==> config.mk <==
export PLATFORM = sky130hd
export DESIGN_NAME = decode_stage_flat
export DESIGN_NICKNAME = d
export VERILOG_FILES = /design/src/rtl/decode_stage_if.sv /design/src/rtl/decode_stage.sv /design/src/flat_wrapper.sv
export SDC_FILE = /design/constraint.sdc
export NUM_CORES = 1
export LEC_CHECK = 0
export BUFFER_PORTS_ARGS = -buffer_cell sky130_fd_sc_hd__clkbuf_2
export CORE_MARGIN = 8
export CORE_UTILIZATION = 57
export CTS_BUF_LIST = sky130_fd_sc_hd__clkbuf_2 sky130_fd_sc_hd__clkbuf_4 sky130_fd_sc_hd__clkbuf_8
export DETAILED_ROUTE_END_ITERATION = 7
export HOLD_SLACK_MARGIN = 0.1
export PLACE_DENSITY_LB_ADDON = 0.3
export SETUP_SLACK_MARGIN = 0.4
export SYNTH_ARGS = -nofsm -noshare
export SYNTH_HDL_FRONTEND = slang
export SYNTH_SLANG_ARGS = --single-unit
==> constraint.sdc <==
create_clock -name clk -period 6.2 [get_ports clk]
set_input_delay 0.31 -clock clk [delete_from_list [all_inputs] [get_ports clk]]
set_output_delay 0.31 -clock clk [all_outputs]
set_load 0.01 [all_outputs]
==> src/rtl/decode_stage_if.sv <==
// Fetch-to-decode bus plus the select/immediate outputs
// that fan out to the one-hot register file and EX.
interface decode_stage_if;
    logic [31:0] ibus;
    logic        stall;
    logic        flush;
    logic [31:0] Aselect;
    logic [31:0] Bselect;
    logic [31:0] Dselect;
    logic        Imm;
    logic [31:0] immval;

    modport master (
        output ibus, stall, flush,
        input  Aselect, Bselect, Dselect, Imm, immval
    );

    modport slave (
        input  ibus, stall, flush,
        output Aselect, Bselect, Dselect, Imm, immval
    );
endinterface

==> src/rtl/decode_stage.sv <==
// IF/ID register, one-hot rs/rt/rd decode and the destination
// select pipeline that lands Dselect in the writeback cycle.
module decode_stage #(
    parameter int WB_STAGES = 3
) (
    input  logic          clk,
    input  logic          reset,
    decode_stage_if.slave bus
);
    localparam logic [5:0] OP_RTYPE = 6'b000000;
    localparam logic [5:0] OP_BEQ   = 6'b000100;
    localparam logic [5:0] OP_BNE   = 6'b000101;
    localparam logic [5:0] OP_SW    = 6'b101011;

    logic [31:0]                ir_q, ir_d;
    logic [WB_STAGES-1:0][31:0] dsel_q, dsel_d;
    logic                       imm_q, imm_d;
    logic [31:0]                immval_q, immval_d;

    logic [5:0]  op;
    logic [4:0]  rs, rt, rd;
    logic        is_r, is_sw, is_br;
    logic [31:0] dsel_id;

    function automatic logic [31:0] dec5(input logic [4:0] f);
        return 32'h1 << f;
    endfunction

    assign op = ir_q[31:26];
    assign rs = ir_q[25:21];
    assign rt = ir_q[20:16];
    assign rd = ir_q[15:11];

    always_comb begin
        is_r  = 1'b0;
        is_sw = 1'b0;
        is_br = 1'b0;
        unique case (op)
            OP_RTYPE:       is_r  = 1'b1;
            OP_SW:          is_sw = 1'b1;
            OP_BEQ, OP_BNE: is_br = 1'b1;
            default:        ;
        endcase
    end

    // Stores and branches name a destination slot 0, which the regfile drops
    always_comb begin
        dsel_id = dec5(rt);
        if (is_r)
            dsel_id = dec5(rd);
        else if (is_sw || is_br)
            dsel_id = 32'h1;
    end

    assign bus.Aselect = dec5(rs);
    assign bus.Bselect = (is_r || is_sw || is_br) ? dec5(rt) : 32'h1;
    assign bus.Dselect = dsel_q[WB_STAGES-1];
    assign bus.Imm     = imm_q;
    assign bus.immval  = immval_q;

    always_comb begin
        ir_d     = ir_q;
        dsel_d   = dsel_q;
        imm_d    = imm_q;
        immval_d = immval_q;

        if (bus.flush)
            ir_d = '0;
        else if (!bus.stall)
            ir_d = bus.ibus;

        // A stall always bubbles ID/EX, even when a flush clears IF/ID
        if (bus.stall) begin
            dsel_d[0] = 32'h1;
            imm_d     = 1'b0;
            immval_d  = '0;
        end else begin
            dsel_d[0] = dsel_id;
            imm_d     = !(is_r || is_br);
            immval_d  = {{16{ir_q[15]}}, ir_q[15:0]};
        end

        for (int i = 1; i < WB_STAGES; i++)
            dsel_d[i] = dsel_q[i-1];
    end

    always_ff @(posedge clk or posedge reset) begin
        if (reset) begin
            ir_q     <= '0;
            dsel_q   <= {WB_STAGES{32'h1}};
            imm_q    <= 1'b0;
            immval_q <= '0;
        end else begin
            ir_q     <= ir_d;
            dsel_q   <= dsel_d;
            imm_q    <= imm_d;
            immval_q <= immval_d;
        end
    end
endmodule
==> src/flat_wrapper.sv <==
// flat-port wrapper written by rule: the top's interface ports become plain ports
module decode_stage_flat 
#(
    parameter int WB_STAGES = 3
)
  (clk, reset, bus_ibus, bus_stall, bus_flush, bus_Aselect, bus_Bselect, bus_Dselect, bus_Imm, bus_immval);
  decode_stage_if bus_i ();
  input  logic clk;
  input  logic reset;
  input wire logic [$bits(bus_i.ibus)-1:0] bus_ibus;
  input wire logic [$bits(bus_i.stall)-1:0] bus_stall;
  input wire logic [$bits(bus_i.flush)-1:0] bus_flush;
  output wire logic [$bits(bus_i.Aselect)-1:0] bus_Aselect;
  output wire logic [$bits(bus_i.Bselect)-1:0] bus_Bselect;
  output wire logic [$bits(bus_i.Dselect)-1:0] bus_Dselect;
  output wire logic [$bits(bus_i.Imm)-1:0] bus_Imm;
  output wire logic [$bits(bus_i.immval)-1:0] bus_immval;
  assign bus_i.ibus = bus_ibus;
  assign bus_i.stall = bus_stall;
  assign bus_i.flush = bus_flush;
  assign bus_Aselect = bus_i.Aselect;
  assign bus_Bselect = bus_i.Bselect;
  assign bus_Dselect = bus_i.Dselect;
  assign bus_Imm = bus_i.Imm;
  assign bus_immval = bus_i.immval;
  decode_stage #(.WB_STAGES(WB_STAGES)) u_core (.clk(clk), .reset(reset), .bus(bus_i));
endmodule
## After elaboration in Yosys (flattened, before gate mapping)

Index checks and enable logic that the tools add are counted.
Widths: inputs -> output; s select.

| operators by class | value |
|---|---|
| multiplexer cells | 11 |
| reductions and logical operators | 7 |
| shift-type cells | 3 |
| eq/ne operators | 4 |

Operator list:

| cell | count |
|---|---|
| $mux 32 | 7 |
| $shl 1x5->32 const A | 3 |
| $eq 6x3->1 const B | 2 |
| $eq 6x6->1 const B | 1 |
| $logic_not 6->1 | 1 |
| $logic_or 1x1->1 | 4 |
| $mux 1 | 4 |
| $ne 2x1->1 const B | 1 |
| $reduce_or 2->1 | 1 |
| $logic_not 1->1 | 1 |

| word-level totals | value |
|---|---|
| flip-flop bits (word level) | 161 |
| word-level logic and storage cells | 31 |

## Longest topological paths before layout

| logic depth | value |
|---|---|
| word-level depth | 7 |
| gate-level depth with buffers | 6 |
| mapped depth without buffers | 4 |

## Worst setup path after synthesis

OpenSTA, ideal clock, no wires.

| timing | value |
|---|---|
| path type | register -> output |
| start point | register u_core.ir_q[27] |
| end point | output port bus_Bselect[5] |
| cell stages (with the launch flop) | 5 |
| required time | 5890 ps |
| slack | 4144 ps |
| arrival | 1746 ps |
| cells stage by stage | dfrtp_1 or4_4 mux2_4 or2_1 nor3_1 |

| between the ends | value |
|---|---|
| word-level cells in the longest chain between the ends | 5 |
| elaborated cells between the ends (all ways) | 11 |
| those cells by class | eq/ne: 3; mux: 4; reduce/logical: 4 |

Ends and longest elaborated chain:

| element | line | text |
|---|---|---|
| start, declared | decode_stage.sv:15 | `logic [31:0] ir_q, ir_d;` |
| start signal, assigned | decode_stage.sv:94 | `ir_q <= ir_d;` |
| $eq 6x3->1 (tied with other cells) | decode_stage.sv:38 | `unique case (op)` |
| $reduce_or 2->1 / $mux 1 (equally long branches) | decode_stage.sv:38 |  |
| $mux 1 / $logic_or 1x1->1 (equally long branches) | decode_stage.sv:38, decode_stage.sv:56 |  |
| $logic_or 1x1->1 * | decode_stage.sv:56 | `assign bus.Bselect = (is_r \|\| is_sw \|\| is_br) ? dec5(rt) : 32'h1;` |
| $mux 32 * | decode_stage.sv:56 |  |
| end, declared | flat_wrapper.sv:14 | `output wire logic [$bits(bus_i.Bselect)-1:0] bus_Bselect;` |

Mark *: on every way between the ends. The rest lies on a longest branch, timed or not.

## Worst setup path after layout

| timing | value |
|---|---|
| start point | register u_core.ir_q[27] |
| end point | output port bus_Bselect[27] |

The elaborated chain is that of the path after synthesis.

==> results by group <==
Run status
  • Outcome: complete, no violations

Floorplan
  • Row cnt: 35
  • Io pins: 165
  • Chip width: 112.4 um
  • Initial Util: 58.13%
  • CORE AREA: 9109 um2
  • Die ar.: roughly 13000 um2
  • Die Y: 112.4 um

Min path
  • Hold Crit Class: in -> reg

Worst setup path
  • CP startpoint kind: flip-flop
  • Worst reg-to-reg setup slack: approximately 4.1 ns
  • Data arrival time of the critical path: 2.42 ns
  • Max FO, Critical Path: 7
  • Setup Crit Path Kind: reg -> out
  • Critical Path RT: 5.89 ns
  • CP max stage delay: 0.56 ns
  • CP max-delay cell: or4_4
  • Critical Path, Cell by Cell: or4_4, mux2i_1, nand3_1, nor2_1, clkbuf_2
  • CP Capture Type: output pin

Clock tree
  • CTS clock-pin slew for the worst setup and hold paths: approximately 0.080 ns
  • CTS tree: built
  • CTS max path bufs: 2
  • Setup repair bufs after CTS: 0
  • Clock root buffer: clkbuf_8
  • H-tree levels: 4
  • Resize count post-CTS: 0
  • Worst-skew pair later-pin latency: 0.42 ns
  • Num CTS Buffers: 17
  • CTS Sinks: 145

Global route
  • Antenna violations before repair: 0
  • Remaining Overflow, GRT: 0
  • Pin count of the biggest net entering global routing: 85
  • First-pass GRT wire length: approximately 18 mm
  • Vias in the first global route: 3753
  • Tot GR Track Use: 18.20%

STA
  • Final Critical Period: 2.732 ns
  • Max Clk Rate: 0.3660 GHz
  • Final setup viols: 0
  • Max Clock Skew: ~0.011 ns
  • Relative slew slack: around 33%
  • Fin crit share: between 40% and 50%
  • RSZ-0062 raised after global routing: false
  • Final Max Tran Viols: 0
  • Setup TNS: 0 ns
  • Tightest Pin Transition: a little over 1 ns
  • Final hold viol count: 0

Power and ir drop
  • Power Density: between 200 and 300 nW/um2
  • Maximum VDD drop: 194.0 uV
  • LEAKAGE: 3.453 nW

Detailed routing
  • Detailed Routing Iterations Pass 1: 5
  • Initial DRC count: 208
  • Vias: approximately 3600
  • DRC: 0
  • DRT Wirelength: about 11 mm
  • DR vias/cell: approximately 5.1
  • Final ANT Viol Nets: 0
  • Routed len/inst: around 16 um

Logic synthesis
  • Cell taking the most area after synthesis: dfrtp_1
  • Synth top area share: 67.11%
  • Syn_nets: 478
  • Ys Warns: 0
  • EDFF count, synth: 0
  • #FFs+latches synth: approximately 150
  • Post-Syn Instances: about 440
  • Most frequent cell after synthesis: dfrtp_1
  • Most used DFF post-synth: dfrtp_1
  • Synth async-reset ratio: 100.0%
  • Top post-synthesis cells by area: dfrtp_1 67%, nor2_1 7.0%, mux2i_1 6.2%
  • Sequential element share of the synthesized area: 68.60%
  • Mean Syn Cell Area: 11.98 um2
  • Synth Cell Area: ~5300 um2
  • Commonest cells in the netlist: 142 x dfrtp_1, 99 x nor2_1, 33 x mux2i_1
  • Distinct cells, synth: 28

Placed design
  • IO Port Bufs: roughly 160
  • Placed Instances: just under 700
  • Post-DP HPWL: 8.138 mm
  • Gpl congestion: roughly 0.91

Cells and area
  • Layout cells sized above 1: roughly a third
  • Layout fillers: 658
  • N_diodes: 0
  • Post-Layout Cell Count: 708
  • Area grow syn2layout: 22.35%
  • Final #Nets: 620

Run
  • MaxCap Viol Count: 0
[layout by cell type (no fill, tap or decap), types with 2 or more instances in the layout]
cell             n
clkbuf_2       164
dfrtp_1        142
nor2_1          99
mux2i_1         33
o22ai_1         30
nand2_1         20
nor2b_1         20
clkbuf_8        20
nand3_1          7
nand3b_1         7
nand2b_1         6
inv_6            6
or3_1            5
nor3_1           5
or3b_2           4
or2_1            4
clkinv_4         3
dlygate4sd3_1    3
dfstp_2          3
or2_2            2
clkinvlp_4       2
bufinv_16        2
buf_4            2
[flip-flops by register name (all words and copies together) (netlist names)]
name / count
u_core.dsel_d: 64
u_core.bus.Imm: 1
u_core.bus.immval: 16
u_core.ir_q: 32
u_core.bus.Dselect: 32
[critical path, delay by kind of cell, from the launching register on]
kind / cells / cell delay, ns
and+or+nand+nor: 3 / 1.06
DFF: 1 / 0.40
muxes: 1 / 0.39
buffers and inverters: 1 / 0.16
[report_power, final]
group	internal, mW	total [mW]	switching, mW
sequential	0.971	0.990	0.0184
combinational	0.0530	0.144	0.0907
clock	0.399	0.751	0.352
[metrics by stage]
step | power (mW) | hold slack [ns] | util [%] | setup slack (ns) | instance area (um2)
3_5_place_dp | 1.151 | 0.3347 | 66.18 | 3.964 | 6028
6_report | 1.884 | 0.1265 | 71.13 | 3.468 | 6479
4_1_cts | 1.903 | 0.1032 | 71.13 | 3.456 | 6479
2_1_floorplan | 1.107 | 0.3312 | - | 2.000 | 5295
3_3_place_gp | 1.146 | 0.3345 | 66.18 | 4.046 | 6028
5_1_grt | 1.962 | 0.1081 | 71.13 | 3.297 | 6479
[cells by family after synthesis]
| group | Yosys count | share of synthesized area, % |
|---|---|---|
| AO/OA/AOI/OAI | 32 | 3.781 |
| buffers and inverters | 47 | 4.726 |
| flip-flops | 145 | 68.60 |
| multiplexers | 34 | 6.522 |
| AND/OR/NAND/NOR | 184 | 16.38 |
[final cells by class]
type                    count  area (um2)  area share [%]
clock inverters            12       145.1           2.240
well taps                 111       138.9           2.144
multi-input cells         250        1413           21.80
clock buffers              20       275.3           4.249
flip-flops and latches    145        3632           56.06
inverters                   1       8.758          0.1352
repair buffers            169       865.8           13.36
[what timing repair did]
item | in CTS | in global routing
hold buffers | 3 | 0
endpoints found under the hold margin | 62 | 0
endpoints found under the setup margin | 0 | 0
[final timing paths]
check	start	end	cells past startpoint
max	u_core.ir_q[27]	bus_Bselect[27]	5
min	bus_ibus[11]	u_core.ir_q[11]	3
max reg2reg	u_core.ir_q[27]	u_core.dsel_d[62]	4
min reg2reg	u_core.dsel_d[85]	u_core.bus.Dselect[21]	0
max in group asynchronous	reset	u_core.dsel_d[57]	4
min in group asynchronous	reset	u_core.bus.Dselect[6]	3
[per-layer routing]
metal | track usage (%) | part of all wire [%] | vias to the layer above
met2 | 30.47 | 51 | 165
met5 | 0 | 0 | -
met4 | 7.464 | 2.0 | 0
met3 | 8.213 | 9.3 | 20
met1 | 19.73 | 38 | 1721
li1 | - | - | 1717
(Power assumes the default switching activity.)
